[config.mk]
export PLATFORM = sky130hd
export DESIGN_NAME = pq_traffic_gen
export DESIGN_NICKNAME = d
export VERILOG_FILES = /design/src/rtl/pq_traffic_gen.sv
export SDC_FILE = /design/constraint.sdc
export NUM_CORES = 1
export LEC_CHECK = 0
export ABC_AREA = 1
export CAP_MARGIN = 10
export CORE_AREA = 5 5 99 101
export CTS_CLUSTER_DIAMETER = 30
export CTS_CLUSTER_SIZE = 25
export DETAILED_ROUTE_END_ITERATION = 10
export DIE_AREA = 0 0 104 106
export GPL_ROUTABILITY_DRIVEN = 0
export PLACE_DENSITY = 0.91
export RECOVER_POWER = 50
export SYNTH_ARGS = -nofsm -noshare
export SYNTH_HDL_FRONTEND = slang
export SYNTH_SLANG_ARGS = --single-unit
[constraint.sdc]
create_clock -name i_clk -period 9.37 [get_ports i_clk]
set_input_delay 0.937 -clock i_clk [delete_from_list [all_inputs] [get_ports i_clk]]
set_output_delay 0.937 -clock i_clk [all_outputs]
set_load 0.01 [all_outputs]
[src/rtl/pq_traffic_gen.sv]
// pq_traffic_gen: self-test initiator for a priority-queue device; runs fill -> mixed -> drain
// with LFSR keys and counts check failures. Define PQ_TG_VALUE_CHECK_EN to enable the key/value tag check.
module pq_traffic_gen #(
  parameter int               KEY_W     = 8,
  parameter int               VAL_W     = 8,
  parameter int               PQ_DEPTH  = 16,
  parameter logic [KEY_W-1:0] LFSR_SEED = KEY_W'(8'hA5),
  parameter bit               MIN_FIRST = 1'b0
) (
  input  logic             i_clk,
  input  logic             i_rst,
  input  logic             i_start,
  input  logic [15:0]      i_num_mix,
  output logic             o_done,
  output logic [15:0]      o_err_count,
  output logic             o_enq,
  output logic             o_deq,
  output logic [KEY_W-1:0] o_kvi_key,
  output logic [VAL_W-1:0] o_kvi_val,
  input  logic [KEY_W-1:0] i_kvo_key,
  input  logic [VAL_W-1:0] i_kvo_val,
  input  logic             i_busy,
  input  logic             i_full,
  input  logic             i_empty
);

  localparam int               OCC_W    = $clog2(PQ_DEPTH + 1);
  localparam logic [OCC_W-1:0] OCC_FULL = OCC_W'(PQ_DEPTH);
  localparam logic [OCC_W-1:0] OCC_HALF = OCC_W'(PQ_DEPTH / 2);

  // Right-shift Galois masks for maximal-length sequences; the table covers widths 3..16.
  function automatic logic [31:0] tapsFor(input int w);
    case (w)
      3:       return 32'h0006;
      4:       return 32'h000C;
      5:       return 32'h0014;
      6:       return 32'h0030;
      7:       return 32'h0060;
      8:       return 32'h00B8;
      9:       return 32'h0110;
      10:      return 32'h0240;
      11:      return 32'h0500;
      12:      return 32'h0829;
      13:      return 32'h100D;
      14:      return 32'h2015;
      15:      return 32'h6000;
      16:      return 32'hD008;
      default: return (32'h1 << (w - 1)) | 32'h1;
    endcase
  endfunction

  localparam logic [KEY_W-1:0] LFSR_TAPS = KEY_W'(tapsFor(KEY_W));

`ifdef PQ_TG_VALUE_CHECK_EN
  localparam int TAG_REP = VAL_W / KEY_W + 2;

  function automatic logic [VAL_W-1:0] tagOf(input logic [KEY_W-1:0] k);
    logic [TAG_REP*KEY_W-1:0] rep;
    rep = {TAG_REP{k}};
    return rep[VAL_W-1:0];
  endfunction
`endif

  typedef enum logic [2:0] {S_IDLE, S_FILL, S_MIX, S_DRAIN, S_DONE} state_t;

  state_t           r_state;
  logic             r_enq;
  logic             r_deq;
  logic [KEY_W-1:0] r_kviKey;
  logic [VAL_W-1:0] r_kviVal;
  logic             r_done;
  logic [15:0]      r_err;
  logic [OCC_W-1:0] r_occ;
  logic [KEY_W-1:0] r_lfsr;
  logic [15:0]      r_mixCnt;
  logic [15:0]      r_numMix;
  logic [KEY_W-1:0] r_prevKey;
  logic             r_havePrev;

  logic             w_noFlight;
  logic             w_active;
  logic             w_occZero;
  logic [KEY_W-1:0] w_lfsrNext;
  logic             w_opEnq;
  logic             w_opDeq;
  logic             w_outranks;
  logic             w_c1;
  logic             w_c2;
  logic             w_c3;
  logic             w_c4;
  logic [2:0]       w_failCnt;
  logic [16:0]      w_errSum;
  logic [15:0]      w_errNext;
  logic [VAL_W-1:0] w_enqVal;

  // Ops are spaced so the PQ has absorbed the previous one before the next decision or check.
  assign w_noFlight = !(r_enq || r_deq);
  assign w_active   = (r_state == S_FILL) || (r_state == S_MIX) || (r_state == S_DRAIN);
  assign w_occZero  = (r_occ == '0);
  assign w_lfsrNext = r_lfsr[0] ? ((r_lfsr >> 1) ^ LFSR_TAPS) : (r_lfsr >> 1);

  always_comb begin
    w_opEnq = 1'b0;
    w_opDeq = 1'b0;
    if (w_noFlight && !i_busy) begin
      case (r_state)
        S_FILL:  w_opEnq = (r_occ != OCC_HALF);
        S_MIX: begin
          if (r_mixCnt != r_numMix) begin
            if (r_occ == OCC_FULL) begin
              w_opDeq = 1'b1;
            end else if (w_occZero) begin
              w_opEnq = 1'b1;
            end else begin
              case (r_lfsr[1:0])
                2'b10:   w_opDeq = 1'b1;
                2'b11: begin
                  w_opEnq = 1'b1;
                  w_opDeq = 1'b1;
                end
                default: w_opEnq = 1'b1;
              endcase
            end
          end
        end
        S_DRAIN: w_opDeq = !w_occZero;
        default: ;
      endcase
    end
  end

  assign w_outranks = MIN_FIRST ? (i_kvo_key < r_prevKey) : (i_kvo_key > r_prevKey);

  assign w_c1 = w_active && w_noFlight && (i_empty != w_occZero);
  assign w_c2 = w_active && w_noFlight && (i_full != (r_occ == OCC_FULL));
  assign w_c3 = (r_state == S_DRAIN) && w_opDeq && r_havePrev && w_outranks;

`ifdef PQ_TG_VALUE_CHECK_EN
  assign w_c4     = w_opDeq && (i_kvo_val != tagOf(i_kvo_key));
  assign w_enqVal = tagOf(r_lfsr);
`else
  logic w_unusedVal;
  assign w_unusedVal = ^i_kvo_val;
  assign w_c4        = 1'b0;
  assign w_enqVal    = '0;
`endif

  // Several checks can fail in one cycle; each adds one, saturating at all-ones.
  assign w_failCnt = 3'(w_c1) + 3'(w_c2) + 3'(w_c3) + 3'(w_c4);
  assign w_errSum  = {1'b0, r_err} + 17'(w_failCnt);
  assign w_errNext = w_errSum[16] ? 16'hFFFF : w_errSum[15:0];

  always_ff @(posedge i_clk or posedge i_rst) begin
    if (i_rst) begin
      r_state    <= S_IDLE;
      r_enq      <= 1'b0;
      r_deq      <= 1'b0;
      r_kviKey   <= '0;
      r_kviVal   <= '0;
      r_done     <= 1'b0;
      r_err      <= '0;
      r_occ      <= '0;
      r_lfsr     <= LFSR_SEED;
      r_mixCnt   <= '0;
      r_numMix   <= '0;
      r_prevKey  <= '0;
      r_havePrev <= 1'b0;
    end else begin
      r_enq <= w_opEnq;
      r_deq <= w_opDeq;
      r_err <= w_errNext;
      if (w_opEnq) begin
        r_kviKey <= r_lfsr;
        r_kviVal <= w_enqVal;
        r_lfsr   <= w_lfsrNext;
      end
      if (w_opEnq && !w_opDeq) begin
        r_occ <= r_occ + 1'b1;
      end else if (w_opDeq && !w_opEnq) begin
        r_occ <= r_occ - 1'b1;
      end
      if ((r_state == S_MIX) && (w_opEnq || w_opDeq)) begin
        r_mixCnt <= r_mixCnt + 16'd1;
      end
      if ((r_state == S_DRAIN) && w_opDeq) begin
        r_prevKey  <= i_kvo_key;
        r_havePrev <= 1'b1;
      end
      // Start overrides the generic updates above since it restarts the whole run.
      case (r_state)
        S_IDLE, S_DONE: begin
          if (i_start) begin
            r_state    <= S_FILL;
            r_done     <= 1'b0;
            r_err      <= '0;
            r_occ      <= '0;
            r_mixCnt   <= '0;
            r_numMix   <= i_num_mix;
            r_lfsr     <= LFSR_SEED;
            r_havePrev <= 1'b0;
          end
        end
        S_FILL: begin
          if (w_noFlight && (r_occ == OCC_HALF)) begin
            r_state <= (r_numMix == 16'd0) ? S_DRAIN : S_MIX;
          end
        end
        S_MIX: begin
          if (w_noFlight && (r_mixCnt == r_numMix)) begin
            r_state <= S_DRAIN;
          end
        end
        S_DRAIN: begin
          if (w_noFlight && w_occZero) begin
            r_state <= S_DONE;
            r_done  <= 1'b1;
          end
        end
        default: r_state <= S_IDLE;
      endcase
    end
  end

  assign o_done      = r_done;
  assign o_err_count = r_err;
  assign o_enq       = r_enq;
  assign o_deq       = r_deq;
  assign o_kvi_key   = r_kviKey;
  assign o_kvi_val   = r_kviVal;

endmodule

; ---- After elaboration in Yosys (flattened, before gate mapping)
; Index checks and enable logic that the tools add are counted.
[classes]
n_addsub = 6
order_cmp = 1
n_eq_ne = 17
mux = 38
n_bitwise = 1
n_reduce_logical = 31
[op_table]
columns = operator, count
row1 = 2-to-1 mux 16 bit, 6
row2 = 2-to-1 mux 8 bit, 4
row3 = 2-to-1 mux 5 bit, 4
row4 = adder 16 x 3 -> 17 bit, 1
row5 = adder 16 x 1 -> 16 bit (second input constant), 1
row6 = == test 16 bit, 1
row7 = logical NOT 16 bit, 1
row8 = 2-to-1 mux 1 bit, 16
row9 = inequality test 16 bit, 1
row10 = logical AND 1 bit, 13
row11 = 2-to-1 mux 3 bit, 4
row12 = one-hot mux 3 bit (4 select lines), 1
row13 = greater-than comparator 8 bit, 1
row14 = == test 3 x 2 -> 1 bit (second input constant), 2
row15 = inequality test 2 x 1 -> 1 bit (second input constant), 3
row16 = one-hot mux 1 bit (2 select lines), 3
row17 = adder 5 x 1 -> 5 bit (second input constant), 1
row18 = == test 5 x 4 -> 1 bit (second input constant), 1
row19 = == test 5 bit (second input constant), 1
row20 = logical NOT 1 bit, 5
row21 = logical NOT 5 bit, 1
row22 = inequality test 5 x 4 -> 1 bit (second input constant), 1
row23 = subtractor 5 x 1 -> 5 bit (second input constant), 1
row24 = == test 2 bit (second input constant), 2
row25 = 14 further kinds, 19
[word_totals]
regBits = 84
in_bits = 38
output_inout_bits = 35
elab_cells = 106

; ---- Depth between registers and ports, before layout
; Gate-level depths: netlist of the first run.
[logic_depth]
word_depth = 16
ltp_mapped = 23
ltp_nobuf = 22

; ---- Least setup slack after synthesis of the first run
; No wires, ideal clock.
[synth_path]
path_kind = input port to flip-flop
start = input port i_busy
end = register r_err[14], in the netlist o_err_count[14]
setup_ns = 0.115
arrival_time_ns = 3.716
required_ns = 9.255
setup_slack_ns = 5.540
path_stages = 18
path_buffers = 1
cell_sequence = nor2_4 > nand2_1 > nor2_2 > clkbuf_1 > nand4_1 > fa_1 > inv_1 > ha_1 > fa_1 > nand3_1 > nor3b_2 > nand3_1 > nor3_2 > nand2_1 > inv_1 > nand3_1 > nand3_1 > inv_1
[synth_between]
elab_chain_cells = 11
[synth_rtl]
columns = item, line
row1 = "start, declared", 22  ; input logic i_busy,
row2 = logical NOT 1 bit *, 105  ; if (w_noFlight && !i_busy) begin
row3 = logical AND 1 bit *, 105
row4 = 2-to-1 mux 1 bit *, 105
row5 = logical AND 1 bit * (3 in series), 136  ; assign w_c3 = (r_state == S_DRAIN) && w_opDeq && r_havePrev && w_outranks;
row6 = adder 2 x 1 -> 3 bit *, 149  ; assign w_failCnt = 3'(w_c1) + 3'(w_c2) + 3'(w_c3) + 3'(w_c4);
row7 = adder 16 x 3 -> 17 bit *, 150  ; assign w_errSum = {1'b0, r_err} + 17'(w_failCnt);
row8 = 2-to-1 mux 16 bit *, 151  ; assign w_errNext = w_errSum[16] ? 16'hFFFF : w_errSum[15:0];
row9 = 2-to-1 mux 16 bit, 192  ; if (i_start) begin
row10 = 2-to-1 mux 16 bit *, 190  ; case (r_state)
row11 = "end signal, assigned", 171  ; r_err <= w_errNext;
row12 = "end, declared", 72  ; logic [15:0] r_err;
; Every way passes the cells marked *; elsewhere a longest branch is shown, timed or not.
; A chain may end at the register's enable or synchronous reset.

==> key figures, run 1 <==
Setup path
  • Critical Path Sink Type: asynchronous set/reset pin
  • CP top delay family: buffers and inverters
  • Worst R2R Setup Slack: just under 5 ns
  • Slowest cell on crit path: clkbuf_1
  • Cell Chain, Critical Path: dlygate4sd3_1 -> clkinvlp_2 -> clkbuf_1
  • Worst r2r dst: o_err_count[13]
  • Slowest stage delay, CP: 3.11 ns
  • Worst setup path end: o_err_count[13]
  • CP Class: input pin to asynchronous set/reset pin
  • R2R depth: 20
  • R2r startpoint: o_deq
  • Worst Path Required: ~8.8 ns
  • Bufs and invs on worst path: 3
  • WP data arrival: between 4 and 5 ns
  • Worst Setup Start Kind: input pin
  • Origin of the worst setup path: i_rst
  • CP max FO: 84
  • Levels on crit path: 3

Synthesis
  • Yosys cell types: 48
  • Largest area contributor in the netlist: dfrtp_1
  • Adder-cell share of the synthesized area: 0.04243
  • Post-synth top flop: dfrtp_1
  • EDFF count, synth: 0
  • Yosys Warn Count: 0
  • Post-synthesis sequential area ratio: 0.4154
  • Multiplexer area fraction after synthesis: 0
  • Ys async rst share: 1.000
  • Compound-gate portion of the synthesized area: 0.09546
  • Syn Inst Count: 649
  • Post-synthesis simple-gate area fraction: 0.3029
  • Avg Inst Size Synth: 7.816 um2
  • XOR/XNOR share of the synthesized area: 0.04317
  • Area share of the largest cell type after synthesis: 0.3947
  • Largest family of logic cells by synthesized area: simple AND/OR/NAND/NOR gates
  • Cell area after synthesis: roughly 5100 um2
  • Area contributors post-synth: dfrtp_1 (39%), nand2_1 (14%), inv_1 (6.1%)
  • Register bit total from synthesis: 84

Clocking
  • Setup bufs post-CTS: 0
  • CTS max path bufs: 2
  • Clock slew at reported path FFs: 0.09 ns
  • Post-CTS Resized: 0
  • Post-CTS Hold Buffers: 0
  • CTS Sinks: 84
  • Worst skew pair latency: 0.36 ns
  • Num CTS Buffers: 9
  • CTS tree: yes
  • Root Buffer: clkbuf_8
  • Htree depth: 3

Status
  • Failing checks: capacitance limit, slew limit
  • Status: finished, violations left

Global routing
  • Largest net degree at the start of global routing: 85
  • Total gr overflow: 0
  • First-pass GRT wire length: 19420 um
  • Vias in the first global route: 4427
  • Initial antenna violation count: 0
  • Gr usage total: 0.2101

Drt
  • Total routed wirelength: 11500 um
  • TritonRoute pass-1 iters: 5
  • Vias/cell: about 5.4
  • Routed Antenna Nets: 0
  • Routed wire per std cell: 14.07 um
  • Starting DRT DRC Count: 216
  • Remaining DRCs: 0
  • Vias: ~4400

Die
  • Placeable Area: about 8900 um2
  • Vert. Die Dim: 106 um
  • Core Rows: 35
  • Die width: 104 um
  • Die area: 11020 um2
  • Initial core utilization: 0.5678
  • Ports: 73

STA
  • Final Cycle Share: 0.5663
  • Rel. slew slack: -1.987
  • Setup TNS: 0 ns
  • Setup violators final: 0
  • Final Max Slew Viols: 85
  • Worst Max-Slew Pin Slew: about 4.5 ns
  • RSZ-0062 raised after global routing: no
  • Min cycle time layout: 5.306 ns
  • Final Hold Fails: 0
  • Worst clock skew: approximately 0.0082 ns
  • Fmax: 0.1884 GHz

Finish
  • Fillers: approximately 720
  • Antenna cell count: 0
  • Sequential cell area: 2107 um2
  • Multi-input gate area: 2479 um2
  • P&R area growth vs syn: 15.34%
  • Share of cells above drive strength 1: 0.1091
  • Fin nets: 755

Pwr
  • Pwr Density: 296.7 nW/um2
  • Total power: roughly 0.0017 W
  • Maximum vdd drop: 0.0002017 V
  • Pleak: 2.861 nW

Worst hold path
  • Hold WC Path Type: register to register

Placement
  • Number of port buffers: 56
  • Post-DP HPWL: 7982 um

Run
  • Max Cap Viol: 1
## cell type report
cell class / count / share of cell area
sequential: 84 / 0.3601
inverter: 92 / 0.05924
clock buffer: 9 / 0.02117
clock inverter: 7 / 0.01561
tap: 111 / 0.02374
timing repair buffer: 57 / 0.09645
multi-input combinational: 457 / 0.4237
## flip-flops by register name, summed over array words and instances, names as in the netlist, 3 cells and up
signal and flops:
o_kvi_key 8, r_numMix 16, r_occ 5, r_state 3, r_prevKey 8, r_lfsr 8, r_mixCnt 16, o_err_count 16
## how the worst min path moves through the flow
stage / startpoint / end / slack, ns / depth (start not counted)
3_5_place_dp: o_kvi_key[5] / o_kvi_key[5] / 0.47 / 2
5_1_grt: r_lfsr[2] / r_lfsr[2] / 0.53 / 2
3_3_place_gp: o_kvi_key[1] / o_kvi_key[1] / 0.47 / 2
2_1_floorplan: r_lfsr[3] / o_kvi_key[3] / 0.46 / 2
4_1_cts: o_kvi_key[6] / o_kvi_key[6] / 0.49 / 2
6_report: o_kvi_key[5] / o_kvi_key[5] / 0.49 / 2
## worst min-delay path: stages, from the launching register on
cell and delay (ns):
dfrtp_1 0.35, nand2_1 0.05, nand2_1 0.06
## cells in the final DEF, fill, tap and decap left out, types with 2 or more instances in the layout
| cell | Yosys | layout |
|---|---|---|
| nand2_1 | 183 | 183 |
| inv_1 | 82 | 81 |
| dfrtp_1 | 80 | 80 |
| clkdlybuf4s50_1 | 0 | 53 |
| nor2_1 | 45 | 46 |
| o21ai_0 | 36 | 36 |
| nand3_1 | 31 | 31 |
| a21oi_1 | 28 | 29 |
| xor2_1 | 21 | 21 |
| ha_1 | 14 | 14 |
| nor3_1 | 11 | 11 |
| nor2_2 | 11 | 10 |
| inv_2 | 9 | 9 |
| nand4_1 | 9 | 9 |
| clkbuf_8 | 0 | 9 |
| nand2_2 | 8 | 8 |
| nand3_2 | 8 | 8 |
| conb_1 | 1 | 8 |
| nand2_8 | 4 | 4 |
| xnor2_1 | 4 | 4 |
| nor4_1 | 4 | 4 |
| o21ai_2 | 4 | 4 |
| dfstp_2 | 4 | 4 |
| o211ai_1 | 3 | 3 |
| clkinv_2 | 0 | 3 |
| dlygate4sd3_1 | 0 | 3 |
| nor2_4 | 2 | 2 |
| nand2_4 | 2 | 2 |
| a21oi_2 | 3 | 2 |
| o21a_1 | 2 | 2 |
| fa_1 | 2 | 2 |
| bufinv_16 | 0 | 2 |
## cells in the mapped netlist (3+ instances only)
master    count
xor2_1       21
nand3_1      31
o21ai_0      36
clkbuf_1      6
nor3_1       11
dfrtp_1      80
nand2_2       8
nand3_2       8
nor4_1        4
o21ai_2       4
inv_2         9
inv_1        82
nand2_8       4
dfstp_2       4
a21oi_1      28
a21oi_2       3
nor2_1       45
xnor2_1       4
nand4_1       9
buf_2         5
o211ai_1      3
nand2_1     183
nor2_2       11
buf_4         9
ha_1         14
## cells by family (layout without fill, tap and decap cells)
logic type / after synthesis / count (layout)
buffers and inverters: 115 / 165
adders and majority gates: 16 / 16
other: 1 / 8
and+or+nand+nor: 325 / 325
DFF: 84 / 84
AOI/OAI and AO/OA: 83 / 83
xor gates and xnor gates: 25 / 25
## where the power goes
group	switching (W)	leakage [nW]	total, W	internal, W
clock network	0.000138	0.109	0.000287	0.000149
logic	0.000525	1.68	0.000838	0.000313
registers	0.000107	1.07	0.000611	0.000504
total	0.000769	2.86	0.00174	0.000967
## per-stage QoR
| step | cell area, um2 | utilization | worst slack (ns) | std cells | hold WS [ns] |
|---|---|---|---|---|---|
| 3_3_place_gp | 5653 | 0.6328 | 4.782 | 801 | 0.4659 |
| 3_5_place_dp | 5653 | 0.6328 | 4.587 | 801 | 0.4722 |
| 6_report | 5851 | 0.6549 | 4.064 | 817 | 0.4890 |
| 2_1_floorplan | 5099 | - | 5.540 | 656 | 0.4609 |
| 5_1_grt | 5851 | 0.6549 | 3.149 | 817 | 0.5255 |
| 4_1_cts | 5868 | 0.6569 | 4.967 | 817 | 0.4945 |
## layer usage
metal	track usage	share of wire	wire [um]	vias up
met4	0.07956	0.017	196	0
met1	0.2557	0.42	4869	2115
met5	0	0	0	-
li1	-	-	-	2140
met3	0.04250	0.057	653	20
met2	0.3670	0.50	5778	156
Power figures use the tool's default switching activity.
==> run 2, diff against run 1 <==
Settings changed: CORE_AREA 5 5 99 101 to 5 5 103 105, DIE_AREA 0 0 104 106 to 0 0 108 110, PLACE_DENSITY 0.91 to 0.85.
Clock period 9.37 ns to 5.4 ns, I/O delays scaled along.
==> run 2 against run 1 <==
  * Wire length decreased by 1.3%
  * Final cell count increased by 2.8%
  * Cell area rose by 0.62%
  * Critical path depth increased by 17
  * Count of clock-buffer cells in the layout increased by 1
  * Power is 70% higher
  * Worst hold slack lost 0.0089 ns
  * Non-clock buffer count grew 1
  * The run still ends with capacitance limit, slew limit left
==> key figures, run 2 (synthesis results as in run 1) <==
Status
  • Status: finished, violations left
  • Failing checks: capacitance limit, slew limit

Pwr
  • Switch share: 0.4471 (+0.004188)
  • Clock share of power: 0.156 (-0.009)
  • Comb power frac: 0.488 (+0.005)
  • Switching power: 0.001322 W (+72%)
  • Internal power: 0.001635 W (+69%)
  • Pwr Density: 502.4 nW/um2 (+69%)
  • Sequential Power Share: 0.356 (+0.004)
  • Maximum vdd drop: 0.0003438 V (+70%)
  • Pleak: 2.885 nW (+0.83%)

Finish
  • Leading cell types in the layout, fill and taps excluded: nand2_1 (183), inv_1 (82), dfrtp_1 (80), nor2_1 (44), clkdlybuf4s50_1 (43)
  • P&R area growth vs syn: 16.06%
  • Final Util: 0.6165 (-0.03842)
  • Fin nets: 756 (+0.13%)
  • Commonest non-fill, non-tap cell in the layout: nand2_1
  • Share of cells above drive strength 1: 0.1146 (+0.005503)
  • Antenna cell count: 0 (unchanged)

Worst hold path
  • Hold WC Path Type: register to register

STA
  • Setup TNS: 0 ns (unchanged)
  • Worst Max-Slew Pin Slew: 2.082 ns (-2.399 ns)
  • Final Max Slew Viols: 85 (unchanged)
  • Worst Hold Slack: 0.4801 ns (-0.008861 ns)
  • Setup violators final: 0 (unchanged)
  • Min cycle time layout: 4.062 ns
  • RSZ-0062 raised after global routing: no
  • Fmax: between 0.2 and 0.25 GHz
  • Worst clock skew: 0.008827 ns (+0.0006500 ns)
  • Final Cycle Share: 0.7522
  • Rel. slew slack: -0.3877 (+1.599)
  • Final Hold Fails: 0 (unchanged)

Run
  • Max Cap Viol: 1 (unchanged)

Clocking
  • CTS tree: yes
  • Htree depth: 3 (unchanged)
  • Num CTS Buffers: 9 (unchanged)
  • Worst skew pair latency: 0.36 ns (about the same)
  • CTS max path bufs: 2 (unchanged)
  • Root Buffer: clkbuf_8
  • Post-CTS Resized: 0 (unchanged)
  • Post-CTS Hold Buffers: 0 (unchanged)
  • CTS Sinks: 84 (unchanged)
  • Clock slew at reported path FFs: 0.09 ns (about the same)
  • Setup bufs post-CTS: 0 (unchanged)

Setup path
  • Critical Path Sink Type: register
  • Worst Path Required: 5.68 ns (-3.11 ns)
  • WP data arrival: 4.34 ns (-0.38 ns)
  • R2R depth: 20 (unchanged)
  • Origin of the worst setup path: r_occ[0]
  • CP Class: register to register
  • CP max FO: 18 (-79%)
  • Worst Setup Start Kind: register
  • Worst r2r dst: o_err_count[12]
  • Worst setup path end: o_err_count[12]
  • Worst R2R Setup Slack: 1.34 ns (-3.53 ns)
  • R2r startpoint: r_occ[0]

Drt
  • Routed Antenna Nets: 0 (unchanged)
  • Routed wire per std cell: 13.51 um (-4.0%)
  • Starting DRT DRC Count: 272 (+26%)
  • Vias/cell: 5.198 (-4.2%)
  • TritonRoute pass-1 iters: 5 (unchanged)
  • Total routed wirelength: 11350 um (-1.3%)
  • Remaining DRCs: 0 (unchanged)
  • Vias: 4366 (-1.5%)

Placement
  • Number of port buffers: 56 (unchanged)
  • Post-DP HPWL: 7968 um (-0.17%)

Global routing
  • Total gr overflow: 0 (unchanged)
  • Met3 Use GR: 0.05416 (+0.01166)
  • Vias in the first global route: 4459 (+0.72%)
  • First-pass GRT wire length: 19600 um (+0.93%)
  • Grt met2 use: 0.3530 (-0.01401)
  • Initial antenna violation count: 0 (unchanged)
  • GRT Max-Usage Layer: met2
  • Gr usage total: 0.2032 (-0.006905)
  • Largest net degree at the start of global routing: 85 (unchanged)
  • Met1 GRT Util: 0.2493 (-0.006416)

Die
  • Core Rows: 36 (+2.9%)
  • Die width: 108 um (+3.8%)
  • Die area: 11880 um2 (+7.8%)
  • Ports: 73 (unchanged)
  • Initial core utilization: 0.5312 (-0.03660)
  • Placeable Area: 9549 um2 (+6.9%)
  • Vert. Die Dim: 110 um (+3.8%)
## run 2: how the worst min path moves through the flow
stage | from | to | slack (ns) | depth (start not counted)
finish | o_kvi_key[2] | o_kvi_key[2] | 0.48 | 2
global route | r_lfsr[2] | r_lfsr[2] | 0.51 | 2
CTS | o_kvi_key[2] | o_kvi_key[2] | 0.49 | 2
detailed placement | o_kvi_key[1] | o_kvi_key[1] | 0.47 | 2
global placement | o_kvi_key[1] | o_kvi_key[1] | 0.47 | 2
floorplan | r_lfsr[3] | o_kvi_key[3] | 0.46 | 2
## run 2: critical path, stage by stage, from the launching register on
cell	delay, ns
dfrtp_1	0.38
inv_1	0.10
ha_1	0.25
nand2_4	0.10
nor2_1	0.07
inv_1	0.08
nand2_1	0.08
nor2_2	0.48
nand4_1	0.19
fa_1	0.46
inv_1	0.07
ha_1	0.19
fa_1	0.22
nand3_1	0.13
nor3b_2	0.24
nand3_1	0.18
nor3_2	0.20
nand2_1	0.16
inv_1	0.12
o21ai_0	0.07
a31oi_1	0.20
## run 2: layout make-up
| class | count | area [um2] |
|---|---|---|
| Multi-Input combinational cell | 457 | 2492 |
| Timing Repair Buffer | 58 | 573.1 |
| Tap cell | 133 | 166.4 |
| Sequential cell | 84 | 2107 |
| Fill cell | 802 | 3662 |
| Inverter | 92 | 346.6 |
| Clock buffer | 10 | 137.6 |
| Clock inverter | 6 | 63.81 |
## run 2: power by group through the flow
stage,Clock [W],Combinational [W],Sequential (W)
after floorplan,0,0.00113,0.00104
after global placement,0,0.00138,0.00105
after detailed placement,0,0.00145,0.00106
after CTS,0.000476,0.00146,0.00106
after global routing,0.000499,0.00165,0.00109
final,0.000462,0.00144,0.00105
## run 2: metal layers
layer,vias up,routed length [um]
met1,2085,4895
met5,-,0
met3,20,695
met2,122,5572
met4,0,183
li1,2139,-
## run 2: metrics by stage
| step | instance area [um2] | setup slack, ns | instances | power, W |
|---|---|---|---|---|
| floorplan | 5099 | 1.825 | 656 | 0.002166 |
| global placement | 5688 | 1.173 | 824 | 0.002431 |
| detailed placement | 5688 | 0.9985 | 824 | 0.002512 |
| CTS | 5889 | 1.280 | 840 | 0.002993 |
| global route | 5887 | 0.9653 | 840 | 0.003233 |
| finish | 5887 | 1.338 | 840 | 0.002958 |
